===== src/rtl/sigmoid_reg_reader.sv =====
// Burst read sequencer for the sigmoid register bank: walks base_addr..base_addr+count-1
// and streams each entry out over valid/ready. Build option: SIGMOID_READER_WRAP_EN.
module sigmoid_reg_reader #(
  parameter int NUM_REGS   = 32,
  parameter int ADDR_WIDTH = 5,
  parameter int DATA_WIDTH = 4
) (
  input  logic                  clk,
  input  logic                  n_rst,
  input  logic                  start,
  input  logic [ADDR_WIDTH-1:0] base_addr,
  input  logic [ADDR_WIDTH:0]   count,
  output logic [ADDR_WIDTH-1:0] rd_addr,
  input  logic [DATA_WIDTH-1:0] rd_data,
  output logic [DATA_WIDTH-1:0] out_data,
  output logic                  out_valid,
  input  logic                  out_ready,
  output logic                  busy,
  output logic                  done,
  output logic [1:0]            dbg_state
);

  // Handshake: a word transfers on a rising edge where out_valid && out_ready;
  // out_valid is held with stable out_data until that edge.

  typedef enum logic [1:0] {
    IDLE    = 2'd0,
    FETCH   = 2'd1,
    PRESENT = 2'd2,
    DONE    = 2'd3
  } state_e;

  localparam logic [ADDR_WIDTH:0]   MAX_COUNT = (ADDR_WIDTH+1)'(NUM_REGS);
  localparam logic [ADDR_WIDTH-1:0] LAST_ADDR = ADDR_WIDTH'(NUM_REGS - 1);

  state_e                  state_q, state_d;
  logic [ADDR_WIDTH-1:0]   rd_addr_q, rd_addr_d;
  logic [DATA_WIDTH-1:0]   out_data_q, out_data_d;
  logic                    out_valid_q, out_valid_d;
  logic                    done_q, done_d;
  logic [ADDR_WIDTH:0]     remaining_q, remaining_d;
  logic                    bank_end;

`ifdef SIGMOID_READER_WRAP_EN
  // Address increment wraps modulo 2**ADDR_WIDTH, so the bank end never stops a burst.
  assign bank_end = 1'b0;
`else
  assign bank_end = (rd_addr_q == LAST_ADDR);
`endif

  always_comb begin
    state_d     = state_q;
    rd_addr_d   = rd_addr_q;
    out_data_d  = out_data_q;
    remaining_d = remaining_q;
    case (state_q)
      IDLE: begin
        if (start) begin
          rd_addr_d   = base_addr;
          remaining_d = (count > MAX_COUNT) ? MAX_COUNT : count;
          state_d     = (count == '0) ? DONE : FETCH;
        end
      end
      FETCH: begin
        out_data_d = rd_data;
        state_d    = PRESENT;
      end
      PRESENT: begin
        if (out_ready) begin
          remaining_d = remaining_q - 1'b1;
          if (remaining_q == (ADDR_WIDTH+1)'(1) || bank_end) begin
            state_d = DONE;
          end else begin
            rd_addr_d = rd_addr_q + 1'b1;
            state_d   = FETCH;
          end
        end
      end
      DONE: begin
        state_d = IDLE;
      end
      default: begin
        state_d = IDLE;
      end
    endcase
    // Flag outputs are registered decodes of the next state.
    out_valid_d = (state_d == PRESENT);
    done_d      = (state_d == DONE);
  end

  always_ff @(posedge clk) begin
    if (!n_rst) begin
      state_q     <= IDLE;
      rd_addr_q   <= '0;
      out_data_q  <= '0;
      out_valid_q <= 1'b0;
      done_q      <= 1'b0;
      remaining_q <= '0;
    end else begin
      state_q     <= state_d;
      rd_addr_q   <= rd_addr_d;
      out_data_q  <= out_data_d;
      out_valid_q <= out_valid_d;
      done_q      <= done_d;
      remaining_q <= remaining_d;
    end
  end

  assign rd_addr   = rd_addr_q;
  assign out_data  = out_data_q;
  assign out_valid = out_valid_q;
  assign done      = done_q;
  assign busy      = (state_q != IDLE);
  assign dbg_state = state_q;

endmodule

===== config.mk =====
export PLATFORM = sky130hd
export DESIGN_NAME = sigmoid_reg_reader
export DESIGN_NICKNAME = d
export VERILOG_FILES = /design/src/rtl/sigmoid_reg_reader.sv
export SDC_FILE = /design/constraint.sdc
export NUM_CORES = 1
export LEC_CHECK = 0
export CORE_ASPECT_RATIO = 0.6
export CORE_MARGIN = 4
export CORE_UTILIZATION = 37
export DETAILED_ROUTE_END_ITERATION = 6
export PLACE_DENSITY = 0.62
export SLEW_MARGIN = 0
export SYNTH_ARGS = -nofsm -noshare
export SYNTH_HDL_FRONTEND = slang
export SYNTH_SLANG_ARGS = --single-unit

===== constraint.sdc =====
create_clock -name clk -period 2.3 [get_ports clk]
set_input_delay 0.46 -clock clk [delete_from_list [all_inputs] [get_ports clk]]
set_output_delay 0.46 -clock clk [all_outputs]
set_load 0.02 [all_outputs]

==> metrics.yaml, run 1 <==
power:
  p_leak_nw: 0.558
  ir_drop_mv: 0.270
  power_density_nw_per_um2: 631
  power_uw: 940
die:
  die_w_um: 77.9
  pin_count: 33
  core_area_um2: 2650
  start_util_pct: 41.0
  dieArea_um2: 3890
  num_rows: 14
  die_h_um: 49.9
clock_tree:
  clk_pin_slew_ns: 0.07
  clock-root-buffer: "clkbuf_8"
  max-clock-path-buffers: 2
  htree_levels: 1
  clk_latency_ns: 0.26
  cts_sinks: 19
  cts_made_buffers: 3
  postCtsResizedCells: 0
  postCtsHoldBufs: 0
  cts_tree: "done"
  cts_setup_buffers: 0
routing:
  first_pass_iters: 4
  antenna_left: 0
  routed_via_density: 5.23
  vias: 1020
  postRouteWirelength_mm: 2.92
  wl_per_cell_um: 15.0
  drc: 0
  initialDrtViolationCount: 46
synthesis:
  synth_edf_count: 0
  yosysWarnings: 0
  synth_async_sr_flop_share_pct: 0
  synthCells: 122
  synth_fp_nets: 145
  syn_avg_cell_area_um2: 8.89
  yosys_register_bits: 19
  seq_area_frac_synth_pct: 35.1
  netlist-cell-type-count: 39
  syn_area_um2: 1080
  ys.flop_type: "dfxtp_1"
timing:
  slew_headroom_pct: 67.8
  maxSlewViolCount: 0
  skew_ns: 0.00326
  hold-worst-slack_ns: 0.497
  fmax_mhz: 480
  timing_worst_slew_pin_value_ns: 0.481
  setup_violations: 0
  fin_crit_sh_pct: 90.5
  grt_setup_unrepaired: "no"
  fin_crit_ns: 2.08
  fin_setup_tns_ns: 0
  hold_viol: 0
cells_and_area:
  insertedDiodeCount: 0
  mostFrequentLayoutCell: "clkdlybuf4s50_1"
  final_cell_mix: "32 x clkdlybuf4s50_1, 19 x dfxtp_1, 12 x nor2_1, 10 x a21oi_1, 7 x inv_1"
  finalInstanceArea_um2: 1490
  drive_above_1_share_pct: 9.68
  area_growth_pct: 37.4
  nNetsFinal: 179
  final_cell_count_no_fill: 195
critical_path:
  path_cells: "or2_2 -> clkdlybuf4s50_1"
  worstPathMaxFanout: 11
  rr_startpoint: "rd_addr[0]"
  cp_slowest_stage_delay_ns: 0.60
  arrival_ns: 1.62
  worstSetupPathType: "reg2out"
  cp-startpoint: "dbg_state[1]"
  cp.required_ns: 1.84
  end_kind: "primary output"
  startpoint_type: "flop"
  cpMaxStageDelayCell: "clkdlybuf4s50_1"
grt:
  globalRoute.totalOverflow: 0
  grt.total_usage_pct: 16.0
  grt_pass1_wl_mm: 4.90
  grt_max_degree: 14
  antenna_found_initial: 0
  grt_pass1_vias: 1020
place:
  gp_congestion: 0.782
  dpl.hpwl_mm: 2.17
  dp.cells: 191
  portBuffers: 32
  placed_cell_area_um2: 1450
min_path:
  hp-class: "reg2reg"
  worstHoldStart: "out_data[2]"
status:
  status: "finished, final reports clean"
run:
  cap_viol_max_count: 0
==> metal layers <==
layer / part of all wire [%] / global-route usage, % / vias to the layer above
li1: - / - / 510
met1: 52 / 22.7 / 470
met2: 40 / 23.2 / 38
met3: 7.2 / 4.91 / 2
met4: 0.58 / 4.07 / 0
met5: 0 / 0 / -
==> metrics by stage <==
step	util (%)	setup WS (ns)
floorplan	-	0.529
global placement	54.6	0.307
detailed placement	54.6	0.275
CTS	56.3	0.206
global route	56.3	0.130
finish	56.3	0.218
==> cells in the mapped netlist (2+ instances only) <==
| cell | n | area (um2) |
|---|---|---|
| a211oi_2 | 2 | 25.0 |
| o311ai_1 | 3 | 26.3 |
| nor2_1 | 12 | 45.0 |
| o31ai_1 | 2 | 15.0 |
| clkbuf_1 | 3 | 11.3 |
| nand3_1 | 2 | 10.0 |
| a2111oi_1 | 2 | 20.0 |
| buf_2 | 2 | 10.0 |
| nor2b_1 | 2 | 12.5 |
| nor3_1 | 6 | 30.0 |
| a21oi_1 | 10 | 50.1 |
| o21ai_0 | 2 | 10.0 |
| nand2b_1 | 3 | 18.8 |
| inv_1 | 7 | 26.3 |
| nor3b_1 | 4 | 30.0 |
| a211oi_1 | 4 | 30.0 |
| nand2_1 | 5 | 18.8 |
| and2_1 | 4 | 25.0 |
| dfxtp_1 | 19 | 380 |
| nand2b_4 | 2 | 27.5 |
| mux2i_1 | 5 | 50.1 |
| ha_1 | 4 | 50.1 |
==> power by group <==
| group | internal, mW | leakage [nW] | switching, mW |
|---|---|---|---|
| Clock | 0.123 | 0.0228 | 0.112 |
| Combinational | 0.148 | 0.379 | 0.152 |
| Sequential | 0.363 | 0.156 | 0.0420 |
==> flip-flops by register name, summed over array words and instances, names as in the netlist <==
signal	flops
dbg_state	2
remaining_q	6
out_valid	1
out_data	4
rd_addr	5
done	1
==> critical path: cells and delay by family (launching register included) <==
family	cells	cell delay (ns)
buffers and inverters	1	0.60
AND/OR/NAND/NOR	1	0.20
flip-flops	1	0.57
==> worst paths after layout <==
kind	slack (ns)	end	cells after the start
max	0.22	busy	2
min	0.50	out_data[2]	2
max reg2reg	0.43	rd_addr[1]	7
min reg2reg	0.50	out_data[2]	2
==> cell families after synthesis <==
logic type      after synthesis  share of synthesized area, %
simple gates                 47                          24.7
compound gates               33                          24.8
flops                        19                          35.1
buf+inv                      13                          5.42
mux                           5                          4.61
fa+ha+maj                     4                          4.61
xor+xnor                      1                         0.808
==> area by class of cell <==
class,count,area (um2)
timing repair buffer,35,343
inverter,7,26.3
multi-input combinational,90,646
tap,40,50.0
clock buffer,4,45.0
fill,239,1150
sequential,19,380
Note: power is estimated with default switching activity, not from simulation.
==> run 2, diff against run 1 <==
Settings changed: CELL_PAD_IN_SITES_DETAIL_PLACEMENT from default to 0, CELL_PAD_IN_SITES_GLOBAL_PLACEMENT from default to 1, CORE_UTILIZATION 37 to 34, CTS_CLUSTER_SIZE from default to 24, PLACE_DENSITY 0.62 to 0.75.
==> metrics.yaml, run 2 (synthesis results as in run 1) <==
cells_and_area:
  final_cell_mix: "32 x clkdlybuf4s50_1, 19 x dfxtp_1, 12 x nor2_1, 10 x a21oi_1, 7 x inv_1"
  final_cell_count_no_fill: 199
  drive_above_1_share_pct: 10.8
  largest_reg_flops: 6
  mostFrequentLayoutCell: "clkdlybuf4s50_1"
  finalInstanceArea_um2: 1510
  largest_register: "remaining_q"
  insertedDiodeCount: 0
  fin_util_pct: 50.8
  area_growth_pct: 39.0
  nNetsFinal: 181
clock_tree:
  htree_levels: 1
  cts_setup_buffers: 0
  postCtsHoldBufs: 0
  cts_tree: "done"
  postCtsResizedCells: 0
  cts_made_buffers: 3
  clk_pin_slew_ns: 0.08
  max-clock-path-buffers: 2
  cts_sinks: 19
  clock-root-buffer: "clkbuf_8"
  clk_latency_ns: 0.26
die:
  pin_count: 33
  core_area_um2: 2970
  start_util_pct: 36.6
  die_w_um: 80.9
  num_rows: 15
  dieArea_um2: 4190
  die_h_um: 51.8
timing:
  fin_ws_ns: 0.224
  fin_crit_sh_pct: 90.2
  setup_violations: 0
  fmax_mhz: 482
  hold_viol: 0
  grt_setup_unrepaired: "no"
  maxSlewViolCount: 0
  skew_ns: 0.00602
  slew_headroom_pct: 66.4
  timing_worst_slew_pin_value_ns: 0.504
  fin_crit_ns: 2.08
  fin_setup_tns_ns: 0
  hold-worst-slack_ns: 0.499
grt:
  antenna_found_initial: 0
  grt.total_usage_pct: 15.2
  grt_pass1_wl_mm: 4.89
  grt_pass1_vias: 980
  grt_max_degree: 14
  globalRoute.totalOverflow: 0
routing:
  first_pass_iters: 4
  routed_via_density: 5.14
  initialDrtViolationCount: 56
  wl_per_cell_um: 14.6
  antenna_left: 0
  postRouteWirelength_mm: 2.91
  drc: 0
  vias: 1023
place:
  placed_cell_area_um2: 1460
  portBuffers: 32
  gp_congestion: 0.885
  dp.cells: 195
  dpl.hpwl_mm: 2.24
  preCtsSetupSlack_ns: 0.259
critical_path:
  cp.required_ns: 1.84
  arrival_ns: 1.62
  worstPathMaxFanout: 11
  worstSetupPathType: "reg2out"
  startpoint_type: "flop"
  end_kind: "primary output"
power:
  ir_drop_mv: 0.324
  power_density_nw_per_um2: 628
  power_uw: 946
  p_leak_nw: 0.568
status:
  status: "finished, final reports clean"
min_path:
  hp-class: "reg2reg"
run:
  cap_viol_max_count: 0
run 2: changes by cell type in the layout (fill, tap and decap cells not counted), sizes merged:
cell	previous run	this run
buf	3	5
run 2: area by class of cell:
type | instances | area, um2
clock buffers | 4 | 45.0
fillers | 298 | 1460
inverters | 7 | 26.3
multi-input cells | 90 | 646
flip-flops and latches | 19 | 380
well taps | 42 | 52.6
repair buffers | 37 | 358
run 2: layer usage:
metal	wire [um]	global-route usage, %
met1	1530	22.7
met2	1150	20.2
met3	212	6.23
met4	17	2.53
met5	0	0
run 2: power by group:
group | leakage (nW) | total, mW | internal [mW] | switching [mW]
clock | 0.0228 | 0.238 | 0.123 | 0.115
combinational | 0.389 | 0.308 | 0.152 | 0.156
sequential | 0.156 | 0.401 | 0.362 | 0.0382
run 2: critical path: stages (launching register included):
cell and delay [ns]:
dfxtp_1 0.55, or2_2 0.20, clkdlybuf4s50_1 0.60
run 2: worst paths after layout:
| check | to | slack, ns | start | cells after the start |
|---|---|---|---|---|
| worst max-delay path | busy | 0.22 | dbg_state[1] | 2 |
| worst min-delay path | out_data[3] | 0.50 | out_data[3] | 2 |
| worst max register to register | rd_addr[1] | 0.44 | rd_addr[0] | 7 |
| worst min register to register | out_data[3] | 0.50 | out_data[3] | 2 |
